**src/rtl/peak_result_streamer.sv**
```systemverilog
// peak_result_streamer: double-buffers per-pixel peak results and streams them one pixel per beat
module peak_result_streamer #(
  parameter int NP  = 16,
  parameter int PIX = 8,
  parameter int PW  = 3
) (
  input  logic              clk,
  input  logic              res,
  input  logic              frame_done,
  input  logic [NP*PIX-1:0] result,
  input  logic              out_ready,
  output logic              out_valid,
  output logic [NP-1:0]     out_data,
  output logic [PW-1:0]     out_pix,
  output logic              out_last,
  output logic [7:0]        out_frame,
  output logic              busy,
  output logic              overflow,
  output logic [7:0]        drop_count
);
  typedef enum logic {IDLE, STREAM} state_t;
  state_t state;
  logic [NP*PIX-1:0] pend_buf, act_buf;
  logic pend_full;
  logic [PW-1:0] idx;
  logic xfer, last, vacate;
  assign xfer = out_valid & out_ready;
  assign last = idx == PW'(PIX - 1);
  // pending empties on the idle hand-off or on a last-beat transfer that chains the next frame
  assign vacate = pend_full & ((state == IDLE) | (xfer & last));
  assign out_data = act_buf[idx*NP +: NP];
  assign out_pix = idx;
  assign out_last = out_valid & last;
  assign busy = pend_full | (state == STREAM);
  always_ff @(posedge clk or negedge res) begin
    if (!res) begin
      state <= IDLE;
      pend_buf <= '0;
      act_buf <= '0;
      pend_full <= 1'b0;
      idx <= '0;
      out_valid <= 1'b0;
      out_frame <= '0;
      overflow <= 1'b0;
      drop_count <= '0;
    end else begin
      if (frame_done && (!pend_full || vacate)) begin
        pend_buf <= result;
        pend_full <= 1'b1;
      end else if (vacate) pend_full <= 1'b0;
      if (frame_done && pend_full && !vacate) begin
        overflow <= 1'b1;
        if (drop_count != 8'hff) drop_count <= drop_count + 8'd1;
      end
      if (state == IDLE) begin
        if (pend_full) begin
          act_buf <= pend_buf;
          state <= STREAM;
          idx <= '0;
          out_valid <= 1'b1;
        end
      end else if (xfer) begin
        if (last) begin
          out_frame <= out_frame + 8'd1;
          idx <= '0;
          if (pend_full) act_buf <= pend_buf;
          else begin
            state <= IDLE;
            out_valid <= 1'b0;
          end
        end else idx <= idx + PW'(1);
      end
    end
  end
endmodule

```
**config.mk**
```make
export PLATFORM = sky130hd
export DESIGN_NAME = peak_result_streamer
export DESIGN_NICKNAME = d
export VERILOG_FILES = /design/src/rtl/peak_result_streamer.sv
export SDC_FILE = /design/constraint.sdc
export NUM_CORES = 1
export LEC_CHECK = 0
export CAP_MARGIN = 20
export CORE_UTILIZATION = 45
export DETAILED_ROUTE_END_ITERATION = 6
export PLACE_DENSITY = 0.7
export SYNTH_ARGS = -nofsm -noshare
export SYNTH_HDL_FRONTEND = slang
export SYNTH_SLANG_ARGS = --single-unit
export TNS_END_PERCENT = 20
```
**constraint.sdc**
```tcl
create_clock -name clk -period 1.65 [get_ports clk]
set_input_delay 0.165 -clock clk [delete_from_list [all_inputs] [get_ports clk]]
set_output_delay 0.165 -clock clk [all_outputs]
set_load 0.01 [all_outputs]
```
==> load_flow_metrics.sql <==
INSERT INTO impl_metrics (metric_group, metric, value, unit) VALUES
('outcome', 'status', 'finished, violations left', ''),
('outcome', 'violations', 'negative setup slack', ''),
('sta', 'worstMarginPinSlew', '0.4983', 'ns'),
('pwr', 'areal_power_density_over_the_cells', '890.9', 'mW/mm^2'),
('drt', 'routedWlPerCell', '21.43', 'um'),
('floorplanning', 'num_io_pins', '171', ''),
('sta', 'setup-violations-final', '295', ''),
('yosys', 'ys.warnings.count', '0', ''),
('clock_tree', 'worstSkewPairLatency', '0.56', 'ns'),
('pwr', 'power.leakage', '8.332', 'nW'),
('setup_path', 'startpoint_types', 'register', ''),
('place', 'dpl.hpwl', '18180', 'um'),
('yosys', 'synthesis.area', '0.01255', 'mm^2'),
('global_route', 'grt_pass1_vias', '7898', ''),
('clock_tree', 'cts_buffers', '29', ''),
('clock_tree', 'clock-sinks', '279', ''),
('clock_tree', 'clock-root-buffer', 'clkbuf_16', ''),
('setup_path', 'worst-endpoint-arrival', '2.30', 'ns'),
('drt', 'first_pass_iteration_count_of_the_detailed_router', '4', ''),
('global_route', 'largest_net_degree_at_the_start_of_global_routing', '50', ''),
('sta', 'post-route-worst-setup-slack', '-0.8150', 'ns'),
('clock_tree', 'clockBufferDepth', '3', ''),
('final_layout', 'areaGrowthSynthToFinish', '37.30', '%'),
('sta', 'timing.setup.tns', '-168.82', 'ns'),
('setup_path', 'critPathRequiredTime', '1.48', 'ns'),
('yosys', 'yosys_register_bits', '279', ''),
('global_route', 'grt_first_pass_wirelength', '45600', 'um'),
('sta', 'setup_repair_after_global_routing_missed_its_margin', 'yes', ''),
('drt', 'ant_nets', '0', ''),
('final_layout', 'drive_gt1_share', '51.65', '%'),
('sta', 'maxSlewHeadroom', '66.43', '%'),
('global_route', 'globalRoute.totalOverflow', '0', ''),
('sta', 'maxClockFrequency', '405.7', 'MHz'),
('clock_tree', 'clkSlewWorstSetupHoldPaths', '0.06', 'ns'),
('sta', 'slew_viol_final', '0', ''),
('yosys', 'synth_area_per_cell', '17.83', 'um^2'),
('yosys', 'post_synth_inst_count', '704', ''),
('place', 'placement.io_buffers', '170', ''),
('pwr', 'vdd.ir_drop.worst', '0.0007638', 'V'),
('sta', 'final_skew', '0.01311', 'ns'),
('sta', 'finalCriticalPeriod', '2.465', 'ns'),
('floorplanning', 'area_of_the_die', '0.02857', 'mm^2'),
('drt', 'drt_iter0_drc', '337', ''),
('global_route', 'grt_antenna_before_repair', '2', ''),
('drt', 'vias_per_cell', '5.112', ''),
('drt', 'vias', '7034', ''),
('setup_path', 'cp_max_fo', '8', ''),
('clock_tree', 'cts_htree_levels', '1', ''),
('clock_tree', 'cts_tree', 'done', ''),
('yosys', 'synthTopCellsByArea', 'dfrtp_1, mux2_4, mux2_2, mux4_1, buf_12', ''),
('yosys', 'synth_cell_type_count', '35', ''),
('pwr', 'totalPowerFinal', '15.36', 'mW'),
('final_layout', 'num-nets-final', '1125', ''),
('drt', 'finalWirelength', '29480', 'um'),
('sta', 'finalHoldViolations', '0', ''),
('floorplanning', 'row_count', '60', ''),
('final_layout', 'postLayoutCellArea', '0.01724', 'mm^2'),
('worst_hold_path', 'hold_path_class', 'in -> async', ''),
('yosys', 'synth.top_cell.area_share', '55.61', '%'),
('place', 'gp_congestion', '0.8185', ''),
('run', 'maxCapViolCount', '0', ''),
('yosys', 'postSynthNetCount', '841', ''),
('setup_path', 'setup.worst_path.end_class', 'primary output', ''),
('setup_path', 'critPathKind', 'reg -> out', ''),
('floorplanning', 'fp.dieW', '169.0', 'um'),
('place', 'placement.cell_area', '0.01495', 'mm^2'),
('floorplanning', 'initial_utilization', '46.20', '%'),
('sta', 'period_share', '149.4', '%'),
('yosys', 'synth_top_cell_by_area', 'dfrtp_1', ''),
('floorplanning', 'core', '0.02718', 'mm^2'),
('drt', 'route.detailed.drc', '0', ''),
('global_route', 'gr-usage-all-layers', '20.93', '%'),
('floorplanning', 'dieHeight', '169.0', 'um'),
('yosys', 'seq_area_frac_synth', '55.61', '%');
[area by class of cell]
cell class                 instances  area [um^2]
fill                            2040         9938
sequential                       279         6989
multi-input combinational        379         5399
timing repair buffer             292         3471
clock buffer                      42        854.6
tap                              372        465.4
inverter                           7        28.78
clock inverter                     4        27.53
antenna                            1        2.502
[critical path: stages, from the launching register on]
cell     delay [ns]
dfrtp_2        0.44
buf_12         0.15
buf_6          0.10
mux4_4         0.62
mux2_4         0.31
buf_6          0.12
[Yosys cell counts (all sizes together)]
library cell  instances
ha                    5
nand3                10
o21ai                 2
and2                  2
nand2b                2
xor2                  6
nor2                  6
xnor2                 4
a21oi                 1
nor3                  7
nor4                  1
nor3b                 2
buf                  33
mux2i                 1
mux2                276
a31oi                 1
and3                  1
dfrtp               279
a22o                  3
or2                   1
mux4                 32
clkbuf                6
nand2                14
inv                   7
nand4                 2
[flip-flops by register name, summed over array words and instances, names as in the netlist]
register    count
act_buf       128
out_frame       8
state           1
pend_buf      128
out_pix         3
drop_count      8
pend_full       1
out_valid       1
overflow        1
[cells in the final DEF (no fill, tap or decap), types with 2 or more instances in the layout]
master,n
a22o_1,3
buf_12,32
buf_16,11
buf_2,2
buf_4,47
buf_6,36
buf_8,7
clkbuf_1,5
clkbuf_16,34
clkbuf_8,8
clkdlybuf4s50_1,131
clkinv_2,2
dfrtp_1,273
dfrtp_2,6
dlygate4sd2_1,16
dlymetal6s2s_1,2
ha_1,2
ha_4,2
inv_1,4
inv_2,2
mux2_2,18
mux2_4,258
mux4_1,2
mux4_2,28
mux4_4,2
nand2_1,10
nand2_2,2
nand2b_1,2
nand3_1,8
nand3_4,2
nand4_1,2
nor2_1,5
nor3_2,4
nor3_4,2
nor3b_2,2
o21ai_0,2
xnor2_1,4
xor2_1,6
[final timing paths]
path	endpoint	start	slack (ns)	cells past startpoint
max	out_data[10]	out_pix[0]$_DFFE_PN0P_	-0.81	5
min	pend_buf[72]$_DFFE_PN0P_	res	0.12	2
max reg2reg	act_buf[35]$_DFFE_PN0P_	out_pix[0]$_DFFE_PN0P_	-0.66	11
min reg2reg	overflow$_DFFE_PN0P_	overflow$_DFFE_PN0P_	0.46	1
max in group asynchronous	pend_buf[98]$_DFFE_PN0P_	res	0.85	4
min in group clk	pend_buf[63]$_DFFE_PN0P_	result[63]	0.22	2
[per-layer routing]
metal  vias to the layer above  wire [um]  GRT usage (%)  share of wire [%]
li1                       3127          -              -                  -
met1                      3672      12770          27.74                 43
met2                       169      14580          35.48                 49
met3                        64       1295          3.227                4.4
met4                         2        823          6.541                2.8
met5                         -         13              0              0.044
[metrics by stage]
step | cells | utilization (%) | worst slack (ns) | hold WS, ns
6_report | 1376 | 63.43 | -0.8150 | 0.1166
5_1_grt | 1375 | 63.42 | -0.8676 | 0.1507
4_1_cts | 1365 | 61.69 | -0.8631 | 0.1294
3_5_place_dp | 1275 | 55.03 | -0.5921 | 0.1023
3_3_place_gp | 1275 | 55.03 | -0.5829 | 0.1033
2_1_floorplan | 704 | - | -0.1595 | -0.1306
[power breakdown]
part	switching, mW	total, mW	internal [mW]
Sequential	0.383	7.69	7.31
Clock	2.62	6.16	3.54
Combinational	0.513	1.51	0.992
[cell families after synthesis]
| group | synth area share, % |
|---|---|
| AOI/OAI and AO/OA | 0.4087 |
| xor gates and xnor gates | 0.6976 |
| adders and majority gates | 0.4983 |
| buffers and inverters | 5.322 |
| DFF | 55.61 |
| muxes | 35.52 |
| and+or+nand+nor | 1.943 |
[repair_timing]
| action | CTS | global route |
|---|---|---|
| endpoints found under the setup margin | 311 | 296 |
| setup buffers | 31 | 9 |
| pin swaps | 8 | 6 |
| cloned | 13 | 5 |
| resized for setup | 225 | 111 |
| endpoints found under the hold margin | 245 | 0 |
| hold buffers | 1 | 0 |
No activity file was read; power rests on OpenSTA's default activity.
